`config.mk`:
```
export PLATFORM = sky130hd
export DESIGN_NAME = wb_port_arbiter
export DESIGN_NICKNAME = d
export VERILOG_FILES = /design/src/rtl/wb_port_arbiter.sv
export SDC_FILE = /design/constraint.sdc
export NUM_CORES = 1
export LEC_CHECK = 0
export BUFFER_PORTS_ARGS = -buffer_cell sky130_fd_sc_hd__clkbuf_2
export CORE_ASPECT_RATIO = 1.4
export CORE_MARGIN = 10
export CORE_UTILIZATION = 40
export DETAILED_ROUTE_END_ITERATION = 10
export GPL_ROUTABILITY_DRIVEN = 0
export PLACE_DENSITY_LB_ADDON = 0.1
export SYNTH_ARGS = -nofsm -noshare
export SYNTH_HDL_FRONTEND = slang
export SYNTH_SLANG_ARGS = --single-unit
```
`constraint.sdc`:
```
create_clock -name clk -period 5 [get_ports clk]
set_input_delay 0.25 -clock clk [delete_from_list [all_inputs] [get_ports clk]]
set_output_delay 0.25 -clock clk [all_outputs]
set_load 0.03 [all_outputs]
```
`src/rtl/wb_port_arbiter.sv`:
```
// Write-back port arbiter: shares the register file's single write port among
// NUM_REQ round-robin requesters plus a top-priority debug/loader port.
// Outputs toward the register file are registered (1-cycle latency); writes
// to $0 complete the handshake but never assert WriteEnable.
module wb_port_arbiter #(
    parameter int NUM_REQ = 3,
    parameter int CNT_W   = 16
) (
    input  logic                   clk,
    input  logic                   reset,
    input  logic [NUM_REQ-1:0]     req_valid,
    input  logic [5*NUM_REQ-1:0]   req_reg,
    input  logic [32*NUM_REQ-1:0]  req_data,
    output logic [NUM_REQ-1:0]     req_ready,
    input  logic                   dbg_we,
    input  logic [4:0]             dbg_reg,
    input  logic [31:0]            dbg_data,
    output logic                   WriteEnable,
    output logic [4:0]             WriteRegister,
    output logic [31:0]            WriteData,
    output logic [2:0]             grant_id,
    output logic [CNT_W-1:0]       contention_cnt
);

    localparam logic [2:0] LAST_IDX = 3'(NUM_REQ - 1);
    localparam logic [3:0] N4       = 4'(NUM_REQ);

    // Requester fields padded out to 8 slots so a 3-bit index is always in range.
    logic        w_valid_arr [8];
    logic [4:0]  w_reg_arr   [8];
    logic [31:0] w_data_arr  [8];

    for (genvar g = 0; g < 8; g++) begin : g_unpack
        if (g < NUM_REQ) begin : g_used
            assign w_valid_arr[g] = req_valid[g];
            assign w_reg_arr[g]   = req_reg[5*g +: 5];
            assign w_data_arr[g]  = req_data[32*g +: 32];
        end else begin : g_unused
            assign w_valid_arr[g] = 1'b0;
            assign w_reg_arr[g]   = '0;
            assign w_data_arr[g]  = '0;
        end
    end

    logic [2:0]       r_ptr;
    logic             r_we;
    logic [4:0]       r_wreg;
    logic [31:0]      r_wdata;
    logic [2:0]       r_grant;
    logic [CNT_W-1:0] r_cnt;

    logic       w_found;
    logic [2:0] w_sel;
    logic [3:0] w_scan;
    logic [7:0] w_ready8;

    // Round-robin scan starting at r_ptr; debug and reset suppress all grants.
    always_comb begin
        w_found  = 1'b0;
        w_sel    = '0;
        w_scan   = '0;
        w_ready8 = '0;
        if (!reset && !dbg_we) begin
            for (int unsigned k = 0; k < NUM_REQ; k++) begin
                w_scan = 4'(r_ptr) + 4'(k);
                if (w_scan >= N4) begin
                    w_scan = w_scan - N4;
                end
                if (!w_found && w_valid_arr[w_scan[2:0]]) begin
                    w_found = 1'b1;
                    w_sel   = w_scan[2:0];
                end
            end
            if (w_found) begin
                w_ready8[w_sel] = 1'b1;
            end
        end
    end

    assign req_ready = w_ready8[NUM_REQ-1:0];

    // Register the selected write, advance the pointer, count contention.
    always_ff @(posedge clk) begin
        if (reset) begin
            r_ptr   <= '0;
            r_we    <= 1'b0;
            r_wreg  <= '0;
            r_wdata <= '0;
            r_grant <= '0;
            r_cnt   <= '0;
        end else begin
            if (dbg_we) begin
                r_we    <= (dbg_reg != 5'd0);
                r_wreg  <= dbg_reg;
                r_wdata <= dbg_data;
            end else if (w_found) begin
                r_we    <= (w_reg_arr[w_sel] != 5'd0);
                r_wreg  <= w_reg_arr[w_sel];
                r_wdata <= w_data_arr[w_sel];
                r_grant <= w_sel;
                r_ptr   <= (w_sel == LAST_IDX) ? 3'd0 : w_sel + 3'd1;
            end else begin
                r_we    <= 1'b0;
            end
            if (((req_valid & ~req_ready) != '0) && (r_cnt != '1)) begin
                r_cnt <= r_cnt + 1'b1;
            end
        end
    end

    assign WriteEnable    = r_we;
    assign WriteRegister  = r_wreg;
    assign WriteData      = r_wdata;
    assign grant_id       = r_grant;
    assign contention_cnt = r_cnt;

endmodule

```
=== After elaboration in Yosys (flattened, before gate mapping) ===
Index checks and enable logic that the tools add are counted.

* Memory bits (read-only): 0
* Flip-flop bits (word level): 60
* Bits in latches: 0
* Output and inout bits: 60
* Bits in writable memories: 0
* Memories kept: 0
* Word-level logic and storage cells: 89

* Reduce and logical (&&, ||, !) cells: 14
* Divide/modulo/power cells: 0
* Equal/unequal tests: 2
* Multiplexer cells: 44
* Bitwise operators: 7
* $lt $le $gt $ge: 9
* Multiply operators: 0
* Add/subtract/negate cells: 7
* Shifts and indexed selects: 0

{| class="wikitable"
|+ Operators with widths
! kind !! count
|-
| 2-to-1 mux 32 bit || 4
|-
| binary-select mux 32 bit (select 3 bit) || 1
|-
| 2-to-1 mux 3 bit || 14
|-
| 2-to-1 mux 5 bit || 4
|-
| adder 16 x 1 -> 16 bit, second input constant || 1
|-
| >= comparator 4 bit, second input constant || 4
|-
| 2-to-1 mux 1 bit || 16
|-
| != test 16 bit, second input constant || 1
|-
| NOT 3 -> 4 bit || 4
|-
| binary-select mux 5 bit (select 3 bit) || 1
|-
| nonzero test 5 bit || 2
|-
| binary-select mux 1 bit (select 3 bit) || 3
|-
| subtractor 3 x 2 -> 3 bit, second input constant || 3
|-
| >= comparator 4 x 2 -> 1 bit, second input constant || 2
|-
| logical AND 1 bit || 5
|-
| adder 3 x 1 -> 4 bit, second input constant || 1
|-
| adder 3 x 2 -> 4 bit, second input constant || 1
|-
| logical NOT 1 bit || 4
|-
| < comparator 3 x 4 -> 1 bit, second input constant || 1
|-
| adder 3 x 1 -> 3 bit, second input constant || 1
|-
| AND 3 bit || 1
|-
| demux 1 bit (select 3 bit) || 1
|-
| equality test 3 x 2 -> 1 bit, second input constant || 1
|-
| >= comparator 3 x 1 -> 1 bit, second input constant || 1
|-
| other kinds (6) || 6
|}

=== Depth between registers and ports, before layout ===
* Depth in word-level cells: 27
* Gate-level depth with buffers: 15
* Mapped depth without buffers: 11

=== Least setup slack after synthesis ===
Ideal clock, no wire load.

* Path kind: register to output
* From: reg r_ptr[0]
* To: out req_ready[0]
* Path slack: 1.389 ns
* Arrival time: 3.361 ns
* Path buffers: 3
* Stages on the path, launching flop included: 12
* Cell sequence: dfxtp_1 > buf_2 > inv_1 > ha_1 > buf_2 > nand2b_1 > a211oi_1 > o31a_1 > mux2_2 > mux2_4 > clkbuf_1 > nor3_1

* Cells in the longest elaborated chain, start to end: 23

{| class="wikitable"
|+ RTL lines
! element !! line !! text
|-
| start, declared || 45 || <nowiki>logic [2:0] r_ptr;</nowiki>
|-
| start signal, assigned || 101 || <nowiki>r_ptr <= (w_sel == LAST_IDX) ? 3'd0 : w_sel + 3'd1;</nowiki>
|-
| branches (longest 21 deep; another with adder 3 x 1 -> 4 bit) || -- ||
|-
| 2-to-1 mux 3 bit * || 74 || <nowiki>if (w_found) begin</nowiki>
|-
| 2-to-1 mux 3 bit * || 63 || <nowiki>if (!reset && !dbg_we) begin</nowiki>
|-
| end, declared || 14 || <nowiki>output logic [NUM_REQ-1:0] req_ready,</nowiki>
|}

Mark *: on every way between the ends. The select of a mux whose other input is x is not followed.

=== Final worst setup path ===
Ends and elaborated chain as after synthesis.

==> metrics.md <==
| Metric | Value |
|---|---|
| Result of the run | `completed` |
| Synth-to-Final Area Change | `38.1%` |
| Register area share after synthesis | `32.3%` |
| Leakage power | `between 2 and 3 nW` |
| Worst supply voltage drop on vdd | `roughly 360 µV` |
| Final-report setup violation count | `0` |
| First-pass detailed-route iteration total | `4` |
| Via count of the first global-routing pass | `4424` |
| Cell taking the most area after synthesis | `sky130_fd_sc_hd__dfxtp_1` |
| Fin. Hold Viols | `0` |
| Number of buffers created by CTS | `9` |
| Wire length per cell after detailed routing | `18.6 µm` |
| Sink count of the clock tree | `60` |
| Core ar. | `9030 µm²` |
| Relative max-transition margin | `57.3%` |
| Layout net count | `812` |
| CP arrival | `between 3 and 4 ns` |
| Chip width | `101 µm` |
| Final worst clock skew | `0.00460 ns` |
| DRC marker count from the first detailed-route iteration | `178` |
| Highest clock frequency the design can meet | `0.241 GHz` |
| Critical path capture point type | `output pin` |
| Die Outline Area | `between 10000 and 15000 µm²` |
| Element type at the critical path start | `register` |
| DP HPWL | `11300 µm` |
| List of most frequent post-synthesis cells | `60 x sky130_fd_sc_hd__dfxtp_1, 55 x sky130_fd_sc_hd__nor2_1, 53 x sky130_fd_sc_hd__a21oi_1` |
| Number of primary I/O pins | `between 200 and 250` |
| Terminating pin of the worst hold path | `WriteRegister[2]$_SDFFE_PP0P_` |
| Classification of the worst-slack hold path | `primary input to register` |
| Via total after detailed routing | `around 4200` |
| Count of input and output buffers | `213` |
| Average size of a mapped cell | `8.19 µm²` |
| Ratio of cells with drive above 1 in the final layout | `38.8%` |
| Worst reg2reg path depth | `10` |
| Vertical extent of the die | `134 µm` |
| Number of nets still failing antenna checks after routing | `0` |
| Synthesized net count | `617` |
| H-Tree Depth | `3` |
| Initial antenna violation count | `0` |
| Startpoint of the lowest-slack register-to-register path | `r_ptr[0]$_SDFFE_PP0P_` |
| Max-capacitance violation count | `0` |
| Start point of the worst min-delay path | `dbg_reg[2]` |
| Number of vias per cell | `5.58` |
| Post CTS Setup Buffer Count | `0` |
| Antenna fix cells | `0` |
| Number of fill cells | `roughly 900` |
| Area of the mapped netlist | `~3700 µm²` |
| Clock-pin transition on the worst setup and hold timing paths | `approximately 0.05 ns` |
| Setup slack of the worst register-to-register path | `between 0.9 and 1 ns` |
| Flip-flop cell with the highest count after synthesis | `sky130_fd_sc_hd__dfxtp_1` |
| Total Power Consumption | `3.31 mW` |
| Async set or reset register ratio after synthesis | `0%` |
| TNS Setup | `0 ns` |
| Capture point of the worst reg-to-reg path | `contention_cnt[14]$_SDFFE_PP0P_` |
| Number of synthesized flops with an enable pin | `0` |
| Core Rows | `41` |
| Library cell with the highest instance count after synthesis | `sky130_fd_sc_hd__dfxtp_1` |
| Hold-fix buffer count after cts | `0` |
| Synth warn | `0` |
| Distinct cell type count of the synthesized netlist | `55` |
| Resize count post-CTS | `0` |
| Setup repair after global routing missed its margin | `false` |
| Clock tree from TritonCTS | `yes` |
| Worst-path maximum fanout | `70` |
| Root buffer cell | `sky130_fd_sc_hd__clkbuf_16` |
| Final worst path period share | `~83%` |
| Post-synthesis sequential element count | `60` |
| Largest buffer count on any clock path | `2` |
| Skew-Pair Late Insertion Delay | `between 0.3 and 0.4 ns` |
| Number of standard cells after synthesis | `roughly 450` |
| Slew at the pin with the worst max-slew slack | `around 0.64 ns` |
| Worst Path Class, Setup | `register to output pin` |
| Pin count of the biggest net entering global routing | `71` |
| Required @ worst endpoint | `4.75 ns` |
| Min cycle time layout | `4.16 ns` |
| Overflow after GRT | `0` |
| Worst hold path cell count | `3` |
| Post-route DRC violation count | `0` |
| Initial standard-cell utilization of the core | `around 41%` |
| Sum of routed wire length over all layers | `between 10000 and 15000 µm` |
| Post-synth top area share | `around a third` |
| Cell area power density | `644 nW/µm²` |
| Total GRT Usage | `~20%` |
| Slew Viols, Final | `0` |
| Global-route wire length before repair | `between 20000 and 25000 µm` |
| Top cells by area in the synthesized netlist | `sky130_fd_sc_hd__dfxtp_1 32%, sky130_fd_sc_hd__mux2i_1 11%, sky130_fd_sc_hd__a21oi_1 7.1%` |
stage by stage:
step                      hold slack (ns)  std cells  instance area, µm²  util, %  worst slack, ns
after floorplan                     0.394        454                3720        -             1.39
after global placement              0.436        745                4830     53.5             1.15
after detailed placement            0.451        745                4830     53.5             1.02
after CTS                           0.178        761                5130     56.8            0.829
after global routing                0.220        761                5130     56.8            0.607
final                               0.191        761                5130     56.8            0.844
flip-flops by register name, indices dropped and copies added (netlist names):
signal,count
WriteData,32
contention_cnt,16
WriteRegister,5
grant_id,3
r_ptr,3
WriteEnable,1
power by group:
group | internal (mW) | total [mW] | leakage [nW] | switching, mW
Clock | 0.398 | 0.619 | 0.144 | 0.222
Sequential | 0.625 | 0.729 | 0.495 | 0.105
Combinational | 0.725 | 1.96 | 1.87 | 1.23
cells in the final DEF (no fill, tap or decap), types with 2 or more instances in the layout:
cell type                    instances
sky130_fd_sc_hd__clkbuf_2          213
sky130_fd_sc_hd__dfxtp_1            60
sky130_fd_sc_hd__nor2_1             54
sky130_fd_sc_hd__a21oi_1            53
sky130_fd_sc_hd__mux2i_1            40
sky130_fd_sc_hd__o22ai_1            36
sky130_fd_sc_hd__a22oi_1            32
sky130_fd_sc_hd__nand2_1            10
sky130_fd_sc_hd__o21ai_0            10
sky130_fd_sc_hd__nor3_1              9
sky130_fd_sc_hd__nand3_1             9
sky130_fd_sc_hd__ha_1                9
sky130_fd_sc_hd__clkbuf_16           9
sky130_fd_sc_hd__inv_1               7
sky130_fd_sc_hd__nor2b_1             6
sky130_fd_sc_hd__or3_1               6
sky130_fd_sc_hd__buf_4               6
sky130_fd_sc_hd__xor2_1              5
sky130_fd_sc_hd__and3_1              5
sky130_fd_sc_hd__or2_2               4
sky130_fd_sc_hd__a21o_1              4
sky130_fd_sc_hd__and2_1              4
sky130_fd_sc_hd__or4_1               4
sky130_fd_sc_hd__o21a_1              4
sky130_fd_sc_hd__nand2b_1            3
sky130_fd_sc_hd__a211oi_1            3
sky130_fd_sc_hd__o31a_1              3
sky130_fd_sc_hd__nand4_1             3
sky130_fd_sc_hd__o31ai_1             3
sky130_fd_sc_hd__o22a_1              3
sky130_fd_sc_hd__xnor2_1             2
sky130_fd_sc_hd__nand3b_1            2
sky130_fd_sc_hd__mux2_2              2
sky130_fd_sc_hd__clkinvlp_4          2
sky130_fd_sc_hd__clkinv_2            2
cells by family (layout without fill, tap and decap cells):
kind of cell	count (synthesis)	after routing	synth area share (%)
compound gates	165	165	29.5
simple gates	128	128	17.2
flops	60	60	32.3
mux	43	43	11.8
buf+inv	42	242	4.51
fa+ha+maj	9	9	3.03
xor+xnor	7	7	1.65
routing by layer:
metal	up-vias	wire length (µm)	GRT usage, %
met4	0	104	5.43
met3	7	1430	8.95
met1	1987	5120	21.3
met2	156	7470	35.5
met5	-	0	0
li1	2095	-	-
worst max path at each step:
stage / slack (ns) / cells past startpoint / startpoint / end
floorplan: 1.39 / 11 / r_ptr[0]$_SDFFE_PP0P_ / req_ready[0]
global placement: 1.15 / 11 / r_ptr[0]$_SDFFE_PP0P_ / contention_cnt[14]$_SDFFE_PP0P_
detailed placement: 1.02 / 10 / r_ptr[0]$_SDFFE_PP0P_ / contention_cnt[14]$_SDFFE_PP0P_
CTS: 0.83 / 10 / r_ptr[0]$_SDFFE_PP0P_ / req_ready[0]
global route: 0.61 / 10 / r_ptr[0]$_SDFFE_PP0P_ / req_ready[0]
finish: 0.84 / 10 / r_ptr[0]$_SDFFE_PP0P_ / req_ready[0]
critical path, stage by stage (launching register included):
cell and delay (ns):
sky130_fd_sc_hd__dfxtp_1 0.69, sky130_fd_sc_hd__inv_1 0.17, sky130_fd_sc_hd__ha_1 0.45, sky130_fd_sc_hd__nand2b_1 0.20, sky130_fd_sc_hd__a211oi_1 0.30, sky130_fd_sc_hd__o31a_1 0.24
sky130_fd_sc_hd__mux2_2 0.37, sky130_fd_sc_hd__mux2_4 0.28, sky130_fd_sc_hd__buf_4 0.32, sky130_fd_sc_hd__nor3_1 0.27, sky130_fd_sc_hd__clkbuf_2 0.26
area by class of cell:
type / count / area (µm²) / area share [%]
well taps: 107 / 134 / 2.61
repair buffers: 219 / 1110 / 21.7
clock buffers: 10 / 239 / 4.66
multi-input cells: 352 / 2360 / 45.9
inverters: 7 / 26.3 / 0.512
flip-flops and latches: 60 / 1200 / 23.4
clock inverters: 6 / 63.8 / 1.24
Note: power is estimated with default switching activity, not from simulation.
